===== src/rtl/ef_stim_driver_pkg.sv =====
// ef_pkg: shared states, timing and tap constants for the stimulus driver.
package ef_pkg;
    typedef enum logic [1:0] {IDLE, DRIVE, DRAIN, DONE} state_t;
    localparam int DRAIN_CYCLES = 4;
    localparam logic [15:0] DEFAULT_SEED = 16'h0001;
    // Feedback taps at bits 15,13,12,10 for both the LFSR and the MISR.
    localparam logic [15:0] LFSR_TAPS = 16'hB400;
    localparam logic [15:0] MISR_TAPS = 16'hB400;
endpackage


===== src/rtl/ef_stim_driver_if.sv =====
// ef_stim_driver_if: control, stimulus and response signals of the driver.
interface ef_stim_driver_if;
    logic start;
    logic [7:0] seq_len;
    logic [15:0] seed;
    logic cfg_mode;
    logic mode;
    logic e;
    logic f;
    logic g;
    logic h;
    logic busy;
    logic done;
    logic [15:0] signature;
    modport master (output start, seq_len, seed, cfg_mode, g, h,
                    input mode, e, f, busy, done, signature);
    modport slave (input start, seq_len, seed, cfg_mode, g, h,
                   output mode, e, f, busy, done, signature);
endinterface


===== src/rtl/ef_stim_driver_lfsr16.sv =====
// ef_lfsr16: 16-bit shift-with-feedback register, usable as LFSR or MISR.
module ef_lfsr16 import ef_pkg::*; #(
    parameter logic [15:0] TAPS = LFSR_TAPS,
    parameter logic [15:0] INIT = DEFAULT_SEED
) (
    input  logic        clk,
    input  logic        rst,
    input  logic        en,
    input  logic        load,
    input  logic [15:0] load_val,
    input  logic [1:0]  xin,
    output logic [15:0] q
);
    logic [15:0] nxt;
    assign nxt = {q[14:0], ^(q & TAPS)} ^ {14'b0, xin};
    always_ff @(posedge clk) begin
        if (rst) q <= INIT;
        else if (load) q <= load_val;
        else if (en) q <= nxt;
    end
endmodule


===== src/rtl/ef_stim_driver.sv =====
// ef_stim_driver: drives an LFSR stimulus for seq_len cycles, drains, and
// compresses the downstream response into a MISR signature.
module ef_stim_driver import ef_pkg::*; (
    input logic clk,
    input logic rst,
    ef_stim_driver_if.slave bus
);
    state_t state;
    logic [7:0] cnt;
    logic [1:0] dcnt;
    logic [15:0] lfsr;
    logic accept;
    assign accept = state == IDLE && bus.start;
    ef_lfsr16 #(.TAPS(LFSR_TAPS), .INIT(DEFAULT_SEED)) u_lfsr (
        .clk(clk), .rst(rst), .en(state == DRIVE), .load(accept),
        .load_val(bus.seed == 16'h0 ? DEFAULT_SEED : bus.seed),
        .xin(2'b00), .q(lfsr)
    );
    // The MISR keeps sampling through DRAIN to catch the downstream latency.
    ef_lfsr16 #(.TAPS(MISR_TAPS), .INIT(16'h0)) u_misr (
        .clk(clk), .rst(rst), .en(state == DRIVE || state == DRAIN), .load(accept),
        .load_val(16'h0), .xin({bus.h, bus.g}), .q(bus.signature)
    );
    assign bus.e = state == DRIVE && lfsr[0];
    assign bus.f = state == DRIVE && lfsr[1];
    always_ff @(posedge clk) begin
        if (rst) begin
            state <= IDLE;
            cnt <= 8'd0;
            dcnt <= 2'd0;
            bus.mode <= 1'b0;
            bus.busy <= 1'b0;
            bus.done <= 1'b0;
        end else begin
            case (state)
                IDLE: if (bus.start) begin
                    state <= bus.seq_len == 8'd0 ? DRAIN : DRIVE;
                    cnt <= bus.seq_len;
                    dcnt <= 2'd0;
                    bus.mode <= bus.cfg_mode;
                    bus.busy <= 1'b1;
                end
                DRIVE: begin
                    cnt <= cnt - 8'd1;
                    if (cnt == 8'd1) state <= DRAIN;
                end
                DRAIN: begin
                    dcnt <= dcnt + 2'd1;
                    if (dcnt == 2'(DRAIN_CYCLES - 1)) begin
                        state <= DONE;
                        bus.done <= 1'b1;
                    end
                end
                DONE: begin
                    state <= IDLE;
                    bus.busy <= 1'b0;
                    bus.done <= 1'b0;
                end
            endcase
        end
    end
endmodule


===== src/flat_wrapper.sv =====
// flat-port wrapper written by rule: the top's interface ports become plain ports
module ef_stim_driver_flat import ef_pkg::*;
  (clk, rst, bus_start, bus_seq_len, bus_seed, bus_cfg_mode, bus_g, bus_h, bus_mode, bus_e, bus_f, bus_busy, bus_done, bus_signature);
  ef_stim_driver_if bus_i ();
  input logic clk;
  input logic rst;
  input wire logic [$bits(bus_i.start)-1:0] bus_start;
  input wire logic [$bits(bus_i.seq_len)-1:0] bus_seq_len;
  input wire logic [$bits(bus_i.seed)-1:0] bus_seed;
  input wire logic [$bits(bus_i.cfg_mode)-1:0] bus_cfg_mode;
  input wire logic [$bits(bus_i.g)-1:0] bus_g;
  input wire logic [$bits(bus_i.h)-1:0] bus_h;
  output wire logic [$bits(bus_i.mode)-1:0] bus_mode;
  output wire logic [$bits(bus_i.e)-1:0] bus_e;
  output wire logic [$bits(bus_i.f)-1:0] bus_f;
  output wire logic [$bits(bus_i.busy)-1:0] bus_busy;
  output wire logic [$bits(bus_i.done)-1:0] bus_done;
  output wire logic [$bits(bus_i.signature)-1:0] bus_signature;
  assign bus_i.start = bus_start;
  assign bus_i.seq_len = bus_seq_len;
  assign bus_i.seed = bus_seed;
  assign bus_i.cfg_mode = bus_cfg_mode;
  assign bus_i.g = bus_g;
  assign bus_i.h = bus_h;
  assign bus_mode = bus_i.mode;
  assign bus_e = bus_i.e;
  assign bus_f = bus_i.f;
  assign bus_busy = bus_i.busy;
  assign bus_done = bus_i.done;
  assign bus_signature = bus_i.signature;
  ef_stim_driver u_core (.clk(clk), .rst(rst), .bus(bus_i));
endmodule

===== config.mk =====
export PLATFORM = sky130hd
export DESIGN_NAME = ef_stim_driver_flat
export DESIGN_NICKNAME = d
export VERILOG_FILES = /design/src/rtl/ef_stim_driver_pkg.sv /design/src/rtl/ef_stim_driver_if.sv /design/src/rtl/ef_stim_driver_lfsr16.sv /design/src/rtl/ef_stim_driver.sv /design/src/flat_wrapper.sv
export SDC_FILE = /design/constraint.sdc
export NUM_CORES = 1
export LEC_CHECK = 0
export ABC_CLOCK_PERIOD_IN_PS = 2200
export CORE_UTILIZATION = 51
export CTS_CLUSTER_DIAMETER = 80
export CTS_CLUSTER_SIZE = 28
export DETAILED_ROUTE_END_ITERATION = 8
export PLACE_DENSITY = 0.8
export SYNTH_ARGS = -nofsm -noshare
export SYNTH_HDL_FRONTEND = slang
export SYNTH_SLANG_ARGS = --single-unit

===== constraint.sdc =====
create_clock -name clk -period 2.2 [get_ports clk]
set_clock_uncertainty 0.15 [all_clocks]
set_input_delay 0.44 -clock clk [delete_from_list [all_inputs] [get_ports clk]]
set_output_delay 0.44 -clock clk [all_outputs]
set_load 0.01 [all_outputs]

==> results.md <==
- After legalization and detailed placement, the total HPWL measured 3.47 mm.
- The design draws 3.25 mW.
- The count of buffers added on input and output ports is 50.
- The maximum buffer depth of the clock tree is 2.
- The fraction of the mapped netlist area in simple logic gates is 15.7%.
- Entering global routing, the biggest net connects 35 pins.
- The actual transition at the worst max-transition pin is 0.295 ns.
- STA classifies the critical path startpoint as a flip-flop.
- The die covers 0.00501 mm2.
- The final instance area is 0.00299 mm2.
- The count of hold buffers inserted by post-cts repair is 0.
- The antenna violation net count after detailed routing is 0.
- The aggregate global routing overflow is 0.
- In this run the vertical extent of the chip is 70.8 um.
- 51 I/O pins were placed.
- For the final routed database, the setup TNS stands at 0 ns.
- At the end of the flow the core is filled with cells to 67.2%.
- The final reports fail on DRC.
- The total number of clock tree sinks is 47.
- The final critical-path required period is 2.00 ns.
- In this run the worst path has a maximum fanout of 3.
- The area growth from synthesis to layout is 23.8%.
- The mapped cell area is 0.00241 mm2.
- The worst setup path is captured at an output pin.
- The total of warnings raised by yosys is 0.
- By count the netlist is led by 47 x sky130_fd_sc_hd__dfxtp_1, 43 x sky130_fd_sc_hd__nor2_1, 29 x sky130_fd_sc_hd__mux2i_1.
- STA puts the critical path data arrival time at 1.41 ns.
- The die is 70.8 um wide.
- Summing all placed instances gives a cell area of 0.00286 mm2.
- The initial antenna violation count is 0.
- In the final routed layout, each cell accounts on average for 13.9 um.
- The number of nets in the finished design is 339.
- The via count is 1951.
- The top cell type by total area after synthesis is sky130_fd_sc_hd__dfxtp_1.
- The number of cell rows is 24.
- The wire length of the first global-routing pass is 8.30 mm.
- For the worst-skew pair, the clock arrives at the later sink with an insertion delay of 0.30 ns.
- In this run the tightest slew margin relative to its limit is 80.2%.
- The violation count after the first detailed-routing iteration is 89.
- The dominant combinational cell family by area after synthesis is compound AO/OA/AOI/OAI gates.
- In this run the number of H-tree levels came out at 2.
- The number of hold violations in the final report was 0.
- The total detailed-routing wirelength is 4.94 mm.
- The final count of pins violating max slew is 0.
- The worst stage delay on the critical path is 0.39 ns.
- Global routing used 20.9% of the available tracks.
- The largest vdd supply drop is 0.570 mV.
- The register clock-pin slew on the reported worst setup and hold paths is 0.09 ns.
- The average via count per standard cell is 5.50.
- The category of the critical setup timing path is flip-flop to output pin.
- The first detailed-routing pass ran for 6 iterations.
- The cell count after synthesis is 266.
- The share of the synthesized area in compound gates (AO/OA/AOI/OAI) is 16.6%.
- Of the synthesized area, sequential elements account for 39.0%.
- Among all flip-flop cells after synthesis, the most frequent one is sky130_fd_sc_hd__dfxtp_1.
- The share of the clock period used by the worst path after layout is 90.9%.
- Buffers inserted during clock tree synthesis total 5.
- The synthesized design contains 47 register bits.
- The number of enable flip-flop cells after synthesis is 0.
- The max-capacitance violation count is 0.
- The share of the synthesized area in the top cell type is 39.0%.
- The cell at the slowest stage of the critical path is sky130_fd_sc_hd__dfxtp_1.
- The repair_antennas step left the layout with diodes totalling 0.
- The flop-to-flop setup slack is 0.23 ns.
- Setup violations remaining at the end of the flow were counted as 0.
- The number of nets handed over by synthesis was 303.
- Ranked by total cell area, the synthesized netlist is headed by sky130_fd_sc_hd__dfxtp_1 39%, sky130_fd_sc_hd__mux2i_1 12%, sky130_fd_sc_hd__nor2_1 6.7%.
- For this design the static power due to leakage is 1.12 nW.
- After detailed routing, the number of remaining DRC violations is 6.
- The flow ran to the end, but the final reports show violations.
- The tightest min-delay check is of the flip-flop to flip-flop type.
- After Yosys synthesis, full adders, half adders and majority gates account for 3.63% of the synthesized area.
- The clock tree root buffer cell is sky130_fd_sc_hd__clkbuf_8.
- Derived from the worst setup path, the maximum achievable clock frequency is 0.500 GHz.
- At the end of routability-driven placement, the weighted congestion stood at 0.842.
- The signal on the critical path passes through inv_2 > ha_4 > and2_1 > dlygate4sd2_1.
- The number of global-route vias before repair came to 1879.
- Once the floorplan was initialized, standard cells occupied 54.3% of the core.
- Synthesis instantiated 39 different standard cells from the library.
- Setup repair after global routing left no endpoint under its margin.
- At the worst endpoint, the required time is 1.61 ns.
- Measured against the total synthesized area, the mux share comes to 12.0%.
- TritonCTS built the clock tree.
- The placeable core area is 0.00444 mm2.
- The ratio of cells with drive above 1 in the final layout is 7.92%.
- Dividing the synthesized area by the synthesized cell count gives 9.06 um2.
- Dividing total power by cell area gives a power density of 1090 mW/mm2.
- The xor and xnor area share after synthesis is 3.11%.
- By instance count, the leading cell after synthesis is sky130_fd_sc_hd__dfxtp_1.
- Of all flip-flops after synthesis, the portion carrying an async set or reset was 0%.
-- metrics by stage --
stage / std cells / hold slack (ns) / worst slack (ns)
floorplan: 266 / 0.296 / 0.509
global placement: 347 / 0.297 / 0.199
detailed placement: 347 / 0.301 / 0.118
CTS: 355 / 0.313 / 0.00212
global route: 355 / 0.344 / 0.107
finish: 355 / 0.310 / 0.200
-- cell type report --
cell class / count / area [um2]
Inverter: 6 / 22.5
Timing Repair Buffer: 60 / 602
Clock inverter: 3 / 43.8
Fill cell: 370 / 1460
Sequential cell: 47 / 941
Tap cell: 52 / 65.1
Clock buffer: 5 / 68.8
Multi-Input combinational cell: 182 / 1240
-- worst max-delay path, delay by kind of cell, from the launching register on --
kind | cells | cell delay [ns]
adders and majority gates | 1 | 0.18
buffers and inverters | 2 | 0.37
DFF | 1 | 0.39
and+or+nand+nor | 1 | 0.17
-- cell families (layout without fill, tap and decap cells) --
family | Yosys count | after routing
multiplexers | 29 | 29
buffers and inverters | 37 | 74
AO/OA/AOI/OAI | 59 | 59
AND/OR/NAND/NOR | 80 | 80
XOR/XNOR | 7 | 7
adder cells (fa/ha/maj) | 7 | 7
flip-flops | 47 | 47
-- power by group --
part | switching, mW | leakage (nW) | internal [mW] | total (mW)
Combinational | 0.713 | 0.679 | 0.692 | 1.40
Clock | 0.297 | 0.0581 | 0.338 | 0.635
Sequential | 0.158 | 0.385 | 1.05 | 1.21
-- cell usage in the layout (no fill, tap or decap), types with 2 or more instances in the layout --
master                            count
sky130_fd_sc_hd__o21ai_1              5
sky130_fd_sc_hd__nand2_1             12
sky130_fd_sc_hd__o32ai_1              4
sky130_fd_sc_hd__o21ai_0              4
sky130_fd_sc_hd__buf_12               2
sky130_fd_sc_hd__inv_1                5
sky130_fd_sc_hd__ha_1                 6
sky130_fd_sc_hd__nand2b_1             5
sky130_fd_sc_hd__a2bb2oi_1            3
sky130_fd_sc_hd__xnor2_1              5
sky130_fd_sc_hd__a21oi_1             15
sky130_fd_sc_hd__nor4_1               4
sky130_fd_sc_hd__clkbuf_8             5
sky130_fd_sc_hd__and2_1               3
sky130_fd_sc_hd__clkdlybuf4s50_1     48
sky130_fd_sc_hd__dfxtp_1             47
sky130_fd_sc_hd__a211oi_1            21
sky130_fd_sc_hd__nor3_1               2
sky130_fd_sc_hd__nand3b_1             2
sky130_fd_sc_hd__mux2i_1             29
sky130_fd_sc_hd__nand4_1              2
sky130_fd_sc_hd__buf_4                8
sky130_fd_sc_hd__nor2_1              43
-- per-layer routing --
layer	up-vias	track usage (%)	share of wire (%)
met5	-	0	0
met4	0	9.56	1.6
met3	7	3.70	3.9
met2	44	36.6	49
met1	900	25.0	45
li1	1000	-	-
-- flip-flops by register name, indices dropped and copies added, names as in the netlist --
register	flops
u_core.bus.mode	1
u_core.cnt	8
u_core.bus.busy	1
u_core.state	2
u_core.u_misr.q	16
u_core.bus.done	1
u_core.dcnt	2
u_core.u_lfsr.q	16
-- repair_timing --
action                                  in CTS  in global routing
gates resized for setup                      4                  1
endpoints found under the setup margin       2                  1
setup buffers                                0                  0
endpoints found under the hold margin        0                  0
-- path summary, 6_finish.rpt --
path,start,endpoint,cells after the start
min reg2reg,u_core.bus.done$_SDFFE_PP0P_,u_core.bus.done$_SDFFE_PP0P_,2
min,u_core.bus.done$_SDFFE_PP0P_,u_core.bus.done$_SDFFE_PP0P_,2
max reg2reg,u_core.state[0]$_SDFFE_PP0P_,u_core.cnt[0]$_SDFFE_PP0P_,7
max,u_core.state[1]$_SDFFE_PP0P_,bus_e,4
No activity file was read; power rests on OpenSTA's default activity.
